### config.mk
export PLATFORM = sky130hd
export DESIGN_NAME = bit_serial_adder
export DESIGN_NICKNAME = d
export VERILOG_FILES = /design/src/rtl/bit_serial_adder.sv
export SDC_FILE = /design/constraint.sdc
export NUM_CORES = 1
export LEC_CHECK = 0
export ABC_AREA = 1
export ABC_CLOCK_PERIOD_IN_PS = 3200
export BUFFER_PORTS_ARGS = -buffer_cell sky130_fd_sc_hd__buf_4
export CAP_MARGIN = 20
export CORE_ASPECT_RATIO = 2
export CORE_UTILIZATION = 50
export CTS_CLUSTER_SIZE = 10
export DETAILED_ROUTE_END_ITERATION = 8
export PLACE_DENSITY_LB_ADDON = 0.25
export SLEW_MARGIN = 20
export SYNTH_ARGS = -nofsm -noshare
export SYNTH_HDL_FRONTEND = slang
export SYNTH_SLANG_ARGS = --single-unit
export TNS_END_PERCENT = 5
### constraint.sdc
create_clock -name clk -period 3.2 [get_ports clk]
set_clock_uncertainty 0.15 [all_clocks]
set_input_delay 0.96 -clock clk [delete_from_list [all_inputs] [get_ports clk]]
set_output_delay 0.96 -clock clk [all_outputs]
set_load 0.1 [all_outputs]
### src/rtl/bit_serial_adder.sv
// Bit-serial add/subtract: one full-adder cell processes WIDTH operand bits
// LSB-first, one bit per clock, and publishes sum/carry/overflow on completion.
module bit_serial_adder #(
  parameter int WIDTH = 8
) (
  input  logic             clk,
  input  logic             rst,
  input  logic             start,
  input  logic             sub,
  input  logic [WIDTH-1:0] a,
  input  logic [WIDTH-1:0] b,
  output logic             busy,
  output logic             done,
  output logic [WIDTH-1:0] sum,
  output logic             carry_out,
  output logic             overflow
);

  // Counter is wide enough to hold WIDTH itself, so WIDTH=64 never wraps.
  localparam int CNT_W = $clog2(WIDTH + 1);
  localparam logic [CNT_W-1:0] LAST = CNT_W'(WIDTH - 1);

  typedef enum logic [1:0] {IDLE, RUN, DONE} state_t;

  state_t           state_reg;
  logic [WIDTH-1:0] a_reg;
  logic [WIDTH-1:0] b_reg;
  logic [WIDTH-1:0] res_reg;
  logic             carry_reg;
  logic [CNT_W-1:0] cnt_reg;

  logic             bit_s;
  logic             bit_c;
  logic [WIDTH-1:0] res_next;

  assign bit_s = a_reg[0] ^ b_reg[0] ^ carry_reg;
  assign bit_c = (a_reg[0] & b_reg[0]) | (a_reg[0] & carry_reg) | (b_reg[0] & carry_reg);

  // New sum bit enters at the MSB; written as a shift/or so WIDTH=1 needs no special case.
  assign res_next = (res_reg >> 1) | (WIDTH'(bit_s) << (WIDTH - 1));

  always_ff @(posedge clk) begin
    if (rst) begin
      state_reg <= IDLE;
      a_reg     <= '0;
      b_reg     <= '0;
      res_reg   <= '0;
      carry_reg <= 1'b0;
      cnt_reg   <= '0;
      busy      <= 1'b0;
      done      <= 1'b0;
      sum       <= '0;
      carry_out <= 1'b0;
      overflow  <= 1'b0;
    end else begin
      case (state_reg)
        IDLE, DONE: begin
          done <= 1'b0;
          if (start) begin
            // Subtraction is a + ~b + 1: invert b and seed the carry with 1.
            a_reg     <= a;
            b_reg     <= sub ? ~b : b;
            carry_reg <= sub;
            cnt_reg   <= '0;
            busy      <= 1'b1;
            state_reg <= RUN;
          end else begin
            state_reg <= IDLE;
          end
        end
        RUN: begin
          a_reg     <= a_reg >> 1;
          b_reg     <= b_reg >> 1;
          res_reg   <= res_next;
          carry_reg <= bit_c;
          cnt_reg   <= cnt_reg + 1'b1;
          if (cnt_reg == LAST) begin
            // carry_reg is the carry into the MSB, bit_c the carry out of it.
            sum       <= res_next;
            carry_out <= bit_c;
            overflow  <= carry_reg ^ bit_c;
            done      <= 1'b1;
            busy      <= 1'b0;
            state_reg <= DONE;
          end
        end
        default: begin
          state_reg <= IDLE;
        end
      endcase
    end
  end

endmodule
Yosys cells after proc, flatten, opt, wreduce, memory -nomap -nowiden. Index checks and enable logic that the tools add are counted. W data, S select, Z words.

Register bits after elaboration: 43. Bits of input ports: 20. Output and inout bits: 12. Word-level logic and storage cells: 51.

Add/subtract/negate cells: 1. Equality and inequality tests: 5. Multiplexer cells: 17. Bitwise gates (word level): 10. Reductions and logical operators: 7.

Operators by type and width (count): $pmux W8 S2 (2); $mux W8 (3); $not A8 Y8 (1); $or A7 B8 Y8 (1); $pmux W4 S2 (1); $pmux W1 S2 (3); $reduce_and A2 Y1 (3); $mux W1 (5); $add A4 B1 Y4 const B (1); $eq A4 B3 Y1 const B (1); $mux W4 (1); $ne A2 B2 Y1 const B (2); $pmux W2 S2 (1); $and A1 B1 Y1 (3); $reduce_and A3 Y1 (1); $xor A1 B1 Y1 (3); $eq A2 B1 Y1 const B (1); $eq A2 B2 Y1 const B (1); $logic_not A2 Y1 (1); $mux W2 (1); $or A1 B1 Y1 (2); $reduce_bool A2 Y1 (1); $reduce_or A2 Y1 (1).

Logic depth before layout (Yosys ltp). Gate-level depths: netlist (run 1).

Depth in word-level cells: 4. Gate-level depth with buffers: 7. Gate-level depth less buffers: 6.

Worst setup path before layout (run 1). No wires, ideal clock.

Kind: register -> output. Start point: register carry_out. End point: output carry_out. Arrival: 0.925 ns. Required time: 2.090 ns. Setup slack: 1.165 ns. Cell stages (with the launch flop): 1. Buffers on the path: 0. Path through: dfxtp_1.

RTL lines: from (decl) (RTL line 15) `output logic carry_out,`; from (signal assigned) (RTL line 80) `carry_out <= bit_c;`.

No word-level cell between the ends.

Worst setup path in the final report (run 1).
Start point: register busy. End point: output busy.

RTL lines: from (decl) (RTL line 12) `output logic busy,`; from (signal assigned) (RTL line 50) `busy <= 1'b0;`; from (signal assigned) (RTL line 65) `busy <= 1'b1;`; from (signal assigned) (RTL line 83) `busy <= 1'b0;`.

No word-level cell between the ends.

==> key figures, run 1 <==
Status
  – Status: completed

STA
  – Final Cycle Share: 0.645
  – Slack of the critical path: 1140 ps
  – Relative slew slack: 0.530
  – Final hold vios: 0
  – Final setup viols: 0
  – Max Slew Vio Count: 0
  – Final min period: 2060 ps
  – TNS Setup: 0 ps
  – RSZ-0062 raised after global routing: no
  – Achievable clock frequency: 0.485 GHz
  – Post-Route Hold Slack: 315 ps
  – Worst-Margin Slew: 704 ps

Die
  – Initial Utilization: 0.532
  – Die ar.: 0.00389 sq mm
  – Die height: 87.2 um
  – Core box area: 0.00342 sq mm
  – Row count: 30
  – Die W: 44.6 um
  – Io pins: 32

Setup path
  – Largest stage delay, worst path: 360 ps
  – Slowest library cell on the worst path: dfxtp_1
  – Critical path fanouts, max: 2
  – Reg2reg path depth: 4
  – Worst path depth: 1
  – Worst Path Arrival: 950 ps
  – Worst Setup Start Kind: flip-flop
  – Critical path data required time: 2090 ps
  – Number of buffers and inverters on the critical path: 1
  – Crit path cell chain: buf_4
  – CP startpoint: busy$_SDFFE_PP0P_
  – Critical Path End Type: output pin
  – R2R Setup Slk: 1370 ps
  – Critical path type: flip-flop to output pin
  – Worst flop-to-flop path startpoint: state_reg[0]$_SDFFE_PP0P_
  – CP delay by family, top: flip-flops

Worst hold path
  – Worst hold path stage count: 2
  – Hold_sp: a_reg[7]$_SDFFE_PP0P_
  – Min-Delay Path Class: flip-flop to flip-flop

Clocking
  – Post-CTS setup buffers: 0
  – Cts repair resizes: 0
  – Reg clk slew, reported paths: 80 ps
  – Num CTS Buffers: 5
  – Clock sink total: 42
  – Clk_lat worst skew: 290 ps
  – CTS tree: done
  – Root Driver: clkbuf_8
  – H-tree depth: 2
  – Buffer levels on the longest clock path: 2
  – Hold buffers post-CTS: 0

Place
  – Post-place setup slack: 940 ps
  – IO Port Bufs: 31
  – Placed cell count: 329
  – Placer congestion estimate: 0.775
  – Detailed placer's ending HPWL: 2.50 mm

Layout
  – Fin util: 0.636
  – Non-Filler Instances: 337
  – Fillers: 334
  – Ant diodes: 0
  – Final #Nets: 310
  – Fraction of layout cells with a size suffix above 1: 0.159
  – Layout Area Growth over Synthesis: 19.6%

Synthesis
  – Synth unique cells: 20
  – FF+latch count, synth: 42
  – Top cells by count, synth: nand2_1 (78), dfxtp_1 (42), inv_1 (36)
  – Main flop type after synthesis: dfxtp_1
  – Cells after Synth: 260
  – Post-synthesis sequential area ratio: 0.463
  – Synth Net Count: 282
  – Ys Warns: 0
  – Synth Cell Area: 0.00182 sq mm
  – Most frequent cell after synthesis: nand2_1
  – Top-area cell type share of the netlist area: 0.463
  – Synth area leaders: dfxtp_1 (46%), nand2_1 (16%), nand3_1 (8.8%), inv_1 (7.4%), a21oi_1 (5.8%)
  – Top cell type by total area after synthesis: dfxtp_1
  – Synth async-reset ratio: 0
  – Mean Syn Cell Area: 6.99 sq um
  – Number of synthesized flops with an enable pin: 0

Global route
  – Grt ovf: 0
  – Initial antenna violation count: 0
  – Tot GR Track Use: 0.198
  – Vias in the first global route: 1387
  – Largest net degree at the start of global routing: 24
  – Global-route wire length before repair: 5.74 mm

Routing
  – DRC viols: 0
  – Detailed Route Iter0 Violations: 35
  – DR vias/cell: 4.76
  – Initial DRT Pass Iterations: 6
  – Drt wl/cell: 10.3 um
  – Detailed-route via count: 1603
  – Aggregate routed wire length: 3.46 mm
  – Final ANT Viol Nets: 0

Power
  – Static leakage: 1.04 nW
  – Max VDD drop: 0.000412 V
  – Power Density: 511 mW/mm^2

Flow run
  – Max-capacitance violation count: 0
==> area by class of cell <==
type                            instances  area, sq um  share of cell area
Multi-Input combinational cell        168          771               0.355
Inverter                               38          143              0.0657
Sequential cell                        42          841               0.387
Clock inverter                          2         37.5              0.0173
Timing Repair Buffer                   33          248               0.114
Clock buffer                            6         72.6              0.0334
Tap cell                               48         60.1              0.0276
==> cells in the final DEF (no fill, tap or decap) <==
cell and instances:
ha_1 1, inv_1 36, nand3_1 32, bufinv_16 1
a21oi_1 21, inv_2 2, xor2_1 1, clkbuf_8 5
nand2_1 78, xnor2_1 1, a211oi_1 1, buf_4 33
nor2_2 3, clkbuf_1 1, dfxtp_1 42, clkinvlp_4 1
nand2_2 1, o211ai_1 1, o21ai_0 17, fa_1 1
nor2_1 10
==> per-stage QoR <==
stage | power (W) | cell area [sq um]
after detailed placement | 0.000716 | 2060
after floorplan | 0.000676 | 1820
after global placement | 0.000714 | 2060
after CTS | 0.00112 | 2170
after global routing | 0.00116 | 2170
final | 0.00111 | 2170
==> path summary, 6_finish.rpt <==
check / endpoint
worst max-delay path: busy
worst min-delay path: a_reg[7]$_SDFFE_PP0P_
worst max register to register: sum[3]$_SDFFE_PP0P_
worst min register to register: a_reg[7]$_SDFFE_PP0P_
==> routing by layer <==
metal,up-vias,track usage,share of wire
met4,0,0.0744,0.017
met3,5,0.0436,0.027
met1,701,0.214,0.43
met5,-,0,0
li1,866,-,-
met2,31,0.357,0.53
==> kinds of logic (layout without fill, tap and decap cells) <==
group | after synthesis | after routing | synth area share
simple gates | 124 | 124 | 0.284
buf+inv | 50 | 79 | 0.113
flops | 42 | 42 | 0.463
compound gates | 40 | 40 | 0.113
fa+ha+maj | 2 | 2 | 0.0179
xor+xnor | 2 | 2 | 0.00964
==> power by group <==
part           leakage [nW]  total [W]  switching, W  internal [W]
sequential            0.343   0.000566     0.0000163      0.000550
clock                0.0514   0.000407      0.000175      0.000233
combinational         0.644   0.000137     0.0000846     0.0000521
Note: power is estimated with default switching activity, not from simulation.
==> inputs of run 2 (changes only) <==
--- a/config.mk
+++ b/config.mk
@@ -5,12 +5,12 @@
 export SDC_FILE = /design/constraint.sdc
 export NUM_CORES = 1
 export LEC_CHECK = 0
-export ABC_AREA = 1
-export ABC_CLOCK_PERIOD_IN_PS = 3200
+export ABC_AREA = 0
+export ABC_CLOCK_PERIOD_IN_PS = 1800
 export BUFFER_PORTS_ARGS = -buffer_cell sky130_fd_sc_hd__buf_4
 export CAP_MARGIN = 20
 export CORE_ASPECT_RATIO = 2
-export CORE_UTILIZATION = 50
+export CORE_UTILIZATION = 49
 export CTS_CLUSTER_SIZE = 10
 export DETAILED_ROUTE_END_ITERATION = 8
 export PLACE_DENSITY_LB_ADDON = 0.25
==> constraint.sdc (replaced) <==
create_clock -name clk -period 1.8 [get_ports clk]
set_clock_uncertainty 0.15 [all_clocks]
set_input_delay 0.54 -clock clk [delete_from_list [all_inputs] [get_ports clk]]
set_output_delay 0.54 -clock clk [all_outputs]
set_load 0.1 [all_outputs]
==> run 2 against run 1 <==
Against the previous run:
- final area decreased by 3.2%
- non-clock buffer count increased by 5
- count of clock-buffer cells in the layout decreased by 1
- synthesized cell count decreased by 23%
- register-to-register slack got worse by 1200 ps
- area after synthesis decreased by 3.4%
- first-iteration DRC count unchanged
- clock power increased by 77%
- critical path type unchanged
==> key figures, run 2 <==
Status
  – Status: completed

Synthesis
  – Synth Net Count: 223 (-21%)
  – Most frequent cell after synthesis: dfxtp_1
  – Synth async-reset ratio: 0 (unchanged)
  – Synth Cell Area: 0.00176 sq mm (-3.4%)
  – Top-area cell type share of the netlist area: 0.479 (+0.0162)
  – Mean Syn Cell Area: 8.73 sq um (+25%)
  – Top cell type by total area after synthesis: dfxtp_1
  – Post-synthesis sequential area ratio: 0.479 (+0.0162)
  – Main flop type after synthesis: dfxtp_1
  – Number of synthesized flops with an enable pin: 0 (unchanged)
  – Cells after Synth: 201 (-23%)
  – Ys Warns: 0 (unchanged)
  – FF+latch count, synth: 42 (unchanged)
  – Top cells by count, synth: dfxtp_1 (42), a21oi_1 (40), nand3_1 (28)
  – Synth unique cells: 27 (+35%)
  – Synth area leaders: dfxtp_1 (48%), a21oi_1 (11%), nand3_1 (8.0%), a22oi_1 (6.4%), nand2_1 (4.1%)

Power
  – Power Density: 922 mW/mm^2 (+80%)
  – Max VDD drop: 0.000866 V (+110%)
  – Static leakage: 0.806 nW (-22%)

Setup path
  – Critical Path End Type: output pin
  – Critical path data required time: 1110 ps (-980 ps)
  – Slowest library cell on the worst path: dfxtp_1
  – Worst flop-to-flop path startpoint: cnt_reg[0]$_SDFFE_PP0P_
  – Worst Setup Start Kind: flip-flop
  – CP delay by family, top: flip-flops
  – Number of buffers and inverters on the critical path: 1 (unchanged)
  – Critical path fanouts, max: 2 (unchanged)
  – R2R Setup Slk: 190 ps (-1180 ps)
  – Reg2reg path depth: 4 (unchanged)
  – R2R Path End: sum[5]$_SDFFE_PP0P_
  – Critical path type: flip-flop to output pin
  – Largest stage delay, worst path: 360 ps (about the same)
  – Worst Path Arrival: 950 ps (about the same)
  – Crit path cell chain: buf_4

Routing
  – DRC viols: 0 (unchanged)
  – DR vias/cell: 5.37 (+13%)
  – DRT met1 WL: 1.43 mm (-3.2%)
  – Final ANT Viol Nets: 0 (unchanged)
  – Drt wl/cell: 13.3 um (+29%)
  – Detailed-route via count: 1478 (-7.8%)
  – Initial DRT Pass Iterations: 4 (-2)
  – DR WL met2: 2.10 mm (+15%)
  – Met3 Routed Length: 73 um (-22%)
  – Aggregate routed wire length: 3.65 mm (+5.7%)
  – Top sig layer: met4
  – Detailed Route Iter0 Violations: 35 (unchanged)

Die
  – Initial Utilization: 0.514 (-0.0179)
  – Core box area: 0.00342 sq mm (unchanged)
  – Io pins: 32 (unchanged)
  – Die W: 44.3 um (-0.67%)
  – Die ar.: 0.00384 sq mm (-1.4%)
  – Row count: 30 (unchanged)
  – Die height: 86.6 um (-0.69%)

Place
  – Placer congestion estimate: 0.755 (-2.6%)
  – Detailed placer's ending HPWL: 2.58 mm (+3.6%)
  – IO Port Bufs: 31 (unchanged)

STA
  – Max Slew Vio Count: 0 (unchanged)
  – Final min period: 1640 ps
  – Final hold vios: 0 (unchanged)
  – RSZ-0062 raised after global routing: no
  – Achievable clock frequency: 0.609 GHz
  – Final setup viols: 0 (unchanged)
  – Final Cycle Share: 0.912
  – Relative slew slack: 0.712 (+0.182)
  – Worst-Margin Slew: 432 ps (-272 ps)
  – TNS Setup: 0 ps (unchanged)

Flow run
  – Max-capacitance violation count: 0 (unchanged)

Clocking
  – H-tree depth: 2 (unchanged)
  – CTS tree: done
  – Num CTS Buffers: 5 (unchanged)
  – Buffer levels on the longest clock path: 2 (unchanged)
  – Hold buffers post-CTS: 0 (unchanged)
  – Clock sink total: 42 (unchanged)
  – Post-CTS setup buffers: 0 (unchanged)
  – Reg clk slew, reported paths: 80 ps (about the same)
  – Cts repair resizes: 0 (unchanged)
  – Clk_lat worst skew: 290 ps (about the same)
  – Root Driver: clkbuf_8

Global route
  – Grt ovf: 0 (unchanged)
  – Largest net degree at the start of global routing: 44 (+83%)
  – Tot GR Track Use: 0.216 (+0.0181)
  – Global-route wire length before repair: 6.18 mm (+7.7%)
  – Initial antenna violation count: 0 (unchanged)
  – Vias in the first global route: 1461 (+5.3%)

Layout
  – Layout Area Growth over Synthesis: 19.8%
  – Fraction of layout cells with a size suffix above 1: 0.216 (+0.0567)
  – Fin util: 0.616 (-0.0201)
  – Ant diodes: 0 (unchanged)
  – Commonest non-fill, non-tap cells in the layout: dfxtp_1 (42), a21oi_1 (40), buf_4 (38), nand3_1 (28), nand2_1 (19)
  – Commonest non-fill, non-tap cell in the layout: dfxtp_1
  – Final #Nets: 248 (-20%)
  – Fillers: 308 (-7.8%)

Worst hold path
  – WHS Endpoint: b_reg[6]$_SDFFE_PP0P_
  – Min-Delay Path Class: flip-flop to flip-flop
  – Worst hold path stage count: 2 (unchanged)
  – Hold_sp: b_reg[6]$_SDFFE_PP0P_
-- run 2: changes by cell type in the layout (fill, tap and decap cells not counted), sizes merged, moves of 3 or more --
cell	previous run	this run
nand2b	0	3
buf	33	38
a21oi	21	40
a22oi	0	15
nand2	79	19
nand3	32	28
o21ai	17	10
inv	38	0
nor2	13	2
xor2	1	8
-- run 2: power by group --
group          total (W)  internal [W]  switching, W
logic           0.000229     0.0000946      0.000135
clock network   0.000719      0.000408      0.000311
registers       0.000990      0.000966     0.0000239
total            0.00194       0.00147      0.000470
-- run 2: cells by family after synthesis --
logic type | count (synthesis) | share of synthesized area
compound gates | 67 | 0.219
xor+xnor | 9 | 0.0449
fa+ha+maj | 2 | 0.0185
buf+inv | 20 | 0.0606
flops | 42 | 0.479
mux | 2 | 0.0143
simple gates | 59 | 0.164
-- run 2: final cells by class --
class,instances,area [sq um],area share
timing repair buffer,38,285,0.136
clock buffer,5,68.8,0.0327
multi-input combinational,139,808,0.384
clock inverter,3,40.0,0.0190
sequential,42,841,0.400
tap,48,60.1,0.0286
-- run 2: worst max-delay path by stage --
stage | startpoint | to | slack (ps) | depth (start not counted)
after floorplan | overflow$_SDFFE_PP0P_ | overflow | 190 | 0
after global routing | cnt_reg[0]$_SDFFE_PP0P_ | sum[6]$_SDFFE_PP0P_ | 7 | 4
after CTS | done$_SDFFE_PP0P_ | done | 140 | 1
final | done$_SDFFE_PP0P_ | done | 160 | 1
after global placement | cnt_reg[0]$_SDFFE_PP0P_ | sum[7]$_SDFFE_PP0P_ | 290 | 4
after detailed placement | cnt_reg[0]$_SDFFE_PP0P_ | sum[5]$_SDFFE_PP0P_ | 150 | 4
-- run 2: per-stage QoR --
stage                     total power, W  hold slack (ps)  std cells  worst slack (ps)  area, sq um
after CTS                        0.00196              322        275               137         2100
after global routing             0.00203              343        275              6.94         2100
after global placement           0.00123              300        267               293         1990
final                            0.00194              322        275               159         2100
after detailed placement         0.00124              312        267               154         1990
after floorplan                  0.00118              287        201               185         1760
-- run 2: per-layer routing --
metal,GRT usage,vias to the layer above
met5,0,-
met4,0.105,0
met3,0.0521,4
met2,0.402,24
met1,0.207,695
li1,-,755
==> inputs of run 3 (changes only) <==
--- a/config.mk
+++ b/config.mk
@@ -14,6 +14,7 @@
 export CTS_CLUSTER_SIZE = 10
 export DETAILED_ROUTE_END_ITERATION = 8
 export PLACE_DENSITY_LB_ADDON = 0.25
+export RECOVER_POWER = 25
 export SLEW_MARGIN = 20
 export SYNTH_ARGS = -nofsm -noshare
 export SYNTH_HDL_FRONTEND = slang
==> run 3 against run 2 <==
Against the previous run:
- register-to-register slack is essentially flat
- routed wire length grew 0.11%
- sequential power is essentially flat
- cell count is the same
- final area shrank 0.42%
- critical path type unchanged
- largest cell class unchanged
==> key figures, run 3 (synthesis results as in run 2) <==
Place
  – IO Port Bufs: 31 (unchanged)
  – Post-place setup slack: 154 ps (unchanged)
  – Placer congestion estimate: 0.755 (unchanged)
  – Detailed placer's ending HPWL: 2.58 mm (unchanged)

Die
  – Die ar.: 0.00384 sq mm (unchanged)
  – Io pins: 32 (unchanged)
  – Initial Utilization: 0.514 (unchanged)
  – Core box area: 0.00342 sq mm (unchanged)
  – Die W: 44.3 um (unchanged)
  – Row count: 30 (unchanged)
  – Die height: 86.6 um (unchanged)

Global route
  – Grt ovf: 0 (unchanged)
  – Tot GR Track Use: 0.216 (unchanged)
  – Largest net degree at the start of global routing: 44 (unchanged)
  – Initial antenna violation count: 0 (unchanged)
  – Vias in the first global route: 1461 (unchanged)
  – Global-route wire length before repair: 6.18 mm (unchanged)

Power
  – Max VDD drop: 0.000866 V (about the same)
  – Power Density: 924 mW/mm^2 (+0.22%)
  – Static leakage: 0.801 nW (-0.59%)

Status
  – Status: completed

Setup path
  – Crit path cell chain: buf_4
  – Worst Path Arrival: 950 ps (about the same)
  – Reg2reg path depth: 4 (unchanged)
  – Critical Path End Type: output pin
  – Largest stage delay, worst path: 360 ps (about the same)
  – Critical path data required time: 1110 ps (about the same)
  – R2R Path End: sum[5]$_SDFFE_PP0P_
  – Slowest library cell on the worst path: dfxtp_1
  – R2R Setup Slk: 190 ps (about the same)
  – Critical path fanouts, max: 2 (unchanged)
  – Worst Setup Start Kind: flip-flop
  – Worst flop-to-flop path startpoint: cnt_reg[0]$_SDFFE_PP0P_
  – Number of buffers and inverters on the critical path: 1 (unchanged)
  – Critical path type: flip-flop to output pin
  – CP delay by family, top: flip-flops

Flow run
  – Max-capacitance violation count: 0 (unchanged)

Layout
  – Fin util: 0.613 (-0.00256)
  – Fillers: 311 (+0.97%)
  – Layout Area Growth over Synthesis: 19.3%
  – Final #Nets: 248 (unchanged)
  – Ant diodes: 0 (unchanged)
  – Commonest non-fill, non-tap cell in the layout: dfxtp_1
  – Commonest non-fill, non-tap cells in the layout: dfxtp_1 (42), a21oi_1 (40), buf_4 (35), nand3_1 (28), nand2_1 (19)
  – Fraction of layout cells with a size suffix above 1: 0.211 (-0.00441)

Worst hold path
  – WHS Endpoint: a_reg[1]$_SDFFE_PP0P_
  – Min-Delay Path Class: flip-flop to flip-flop
  – Worst hold path stage count: 2 (unchanged)
  – Hold_sp: a_reg[1]$_SDFFE_PP0P_

STA
  – Slack of the critical path: 158 ps (-1.07 ps)
  – Achievable clock frequency: 0.609 GHz (about the same)
  – Final hold vios: 0 (unchanged)
  – RSZ-0062 raised after global routing: no
  – Relative slew slack: 0.712 (about the same)
  – Max Slew Vio Count: 0 (unchanged)
  – Worst-Margin Slew: 432 ps (+0.249 ps)
  – TNS Setup: 0 ps (unchanged)
  – Final min period: 1640 ps (+1.07 ps)
  – Final setup viols: 0 (unchanged)
  – Final Cycle Share: 0.912 (about the same)

Routing
  – DR vias/cell: 5.44 (+1.2%)
  – Detailed Route Iter0 Violations: 36 (+2.9%)
  – Detailed-route via count: 1496 (+1.2%)
  – Initial DRT Pass Iterations: 4 (unchanged)
  – Aggregate routed wire length: 3.66 mm (+0.11%)
  – DRC viols: 0 (unchanged)
  – Drt wl/cell: 13.3 um (+0.11%)
  – Final ANT Viol Nets: 0 (unchanged)

Clocking
  – Root Driver: clkbuf_8
  – Post-CTS setup buffers: 0 (unchanged)
  – Buffer levels on the longest clock path: 2 (unchanged)
  – Reg clk slew, reported paths: 80 ps (about the same)
  – Cts repair resizes: 0 (unchanged)
  – CTS tree: done
  – Clock sink total: 42 (unchanged)
  – Hold buffers post-CTS: 0 (unchanged)
  – Num CTS Buffers: 5 (unchanged)
  – Clk_lat worst skew: 290 ps (about the same)
  – H-tree depth: 2 (unchanged)
==> run 3: final cells by class <==
type                            instances  area [sq um]  share of cell area
Tap cell                               48          60.1              0.0287
Multi-Input combinational cell        139           808               0.386
Clock buffer                            5          68.8              0.0329
Sequential cell                        42           841               0.401
Timing Repair Buffer                   38           277               0.132
Clock inverter                          3          40.0              0.0191
==> run 3: worst max-delay path by stage <==
stage,from,endpoint,slack (ps),cells after the start
floorplan,overflow$_SDFFE_PP0P_,overflow,190,0
global placement,cnt_reg[0]$_SDFFE_PP0P_,sum[7]$_SDFFE_PP0P_,290,4
CTS,done$_SDFFE_PP0P_,done,140,1
global route,cnt_reg[0]$_SDFFE_PP0P_,sum[6]$_SDFFE_PP0P_,7,4
detailed placement,cnt_reg[0]$_SDFFE_PP0P_,sum[5]$_SDFFE_PP0P_,150,4
finish,done$_SDFFE_PP0P_,done,160,1
==> run 3: metrics by stage <==
step / hold slack (ps) / instances / power [W] / area (sq um)
2_1_floorplan: 287 / 201 / 0.00118 / 1760
3_3_place_gp: 300 / 267 / 0.00123 / 1990
3_5_place_dp: 312 / 267 / 0.00124 / 1990
4_1_cts: 322 / 275 / 0.00196 / 2100
5_1_grt: 343 / 275 / 0.00202 / 2090
6_report: 321 / 275 / 0.00193 / 2090
==> run 3: tightest hold or removal path, delay by kind of cell (launching register included) <==
kind,cells,cell delay [ps]
AOI/OAI and AO/OA,1,50
and+or+nand+nor,1,60
DFF,1,310
==> run 3: power breakdown <==
part           internal [W]  total (W)  switching, W
sequential         0.000966   0.000990     0.0000238
combinational     0.0000907   0.000225      0.000135
clock              0.000408   0.000720      0.000312
==> run 3: layer usage <==
layer  global-route usage  part of all wire  vias up
li1                     -                 -      755
met5                    0                 0        -
met3               0.0521             0.022        4
met2                0.402              0.58       30
met4                0.105             0.012        0
met1                0.207              0.39      707
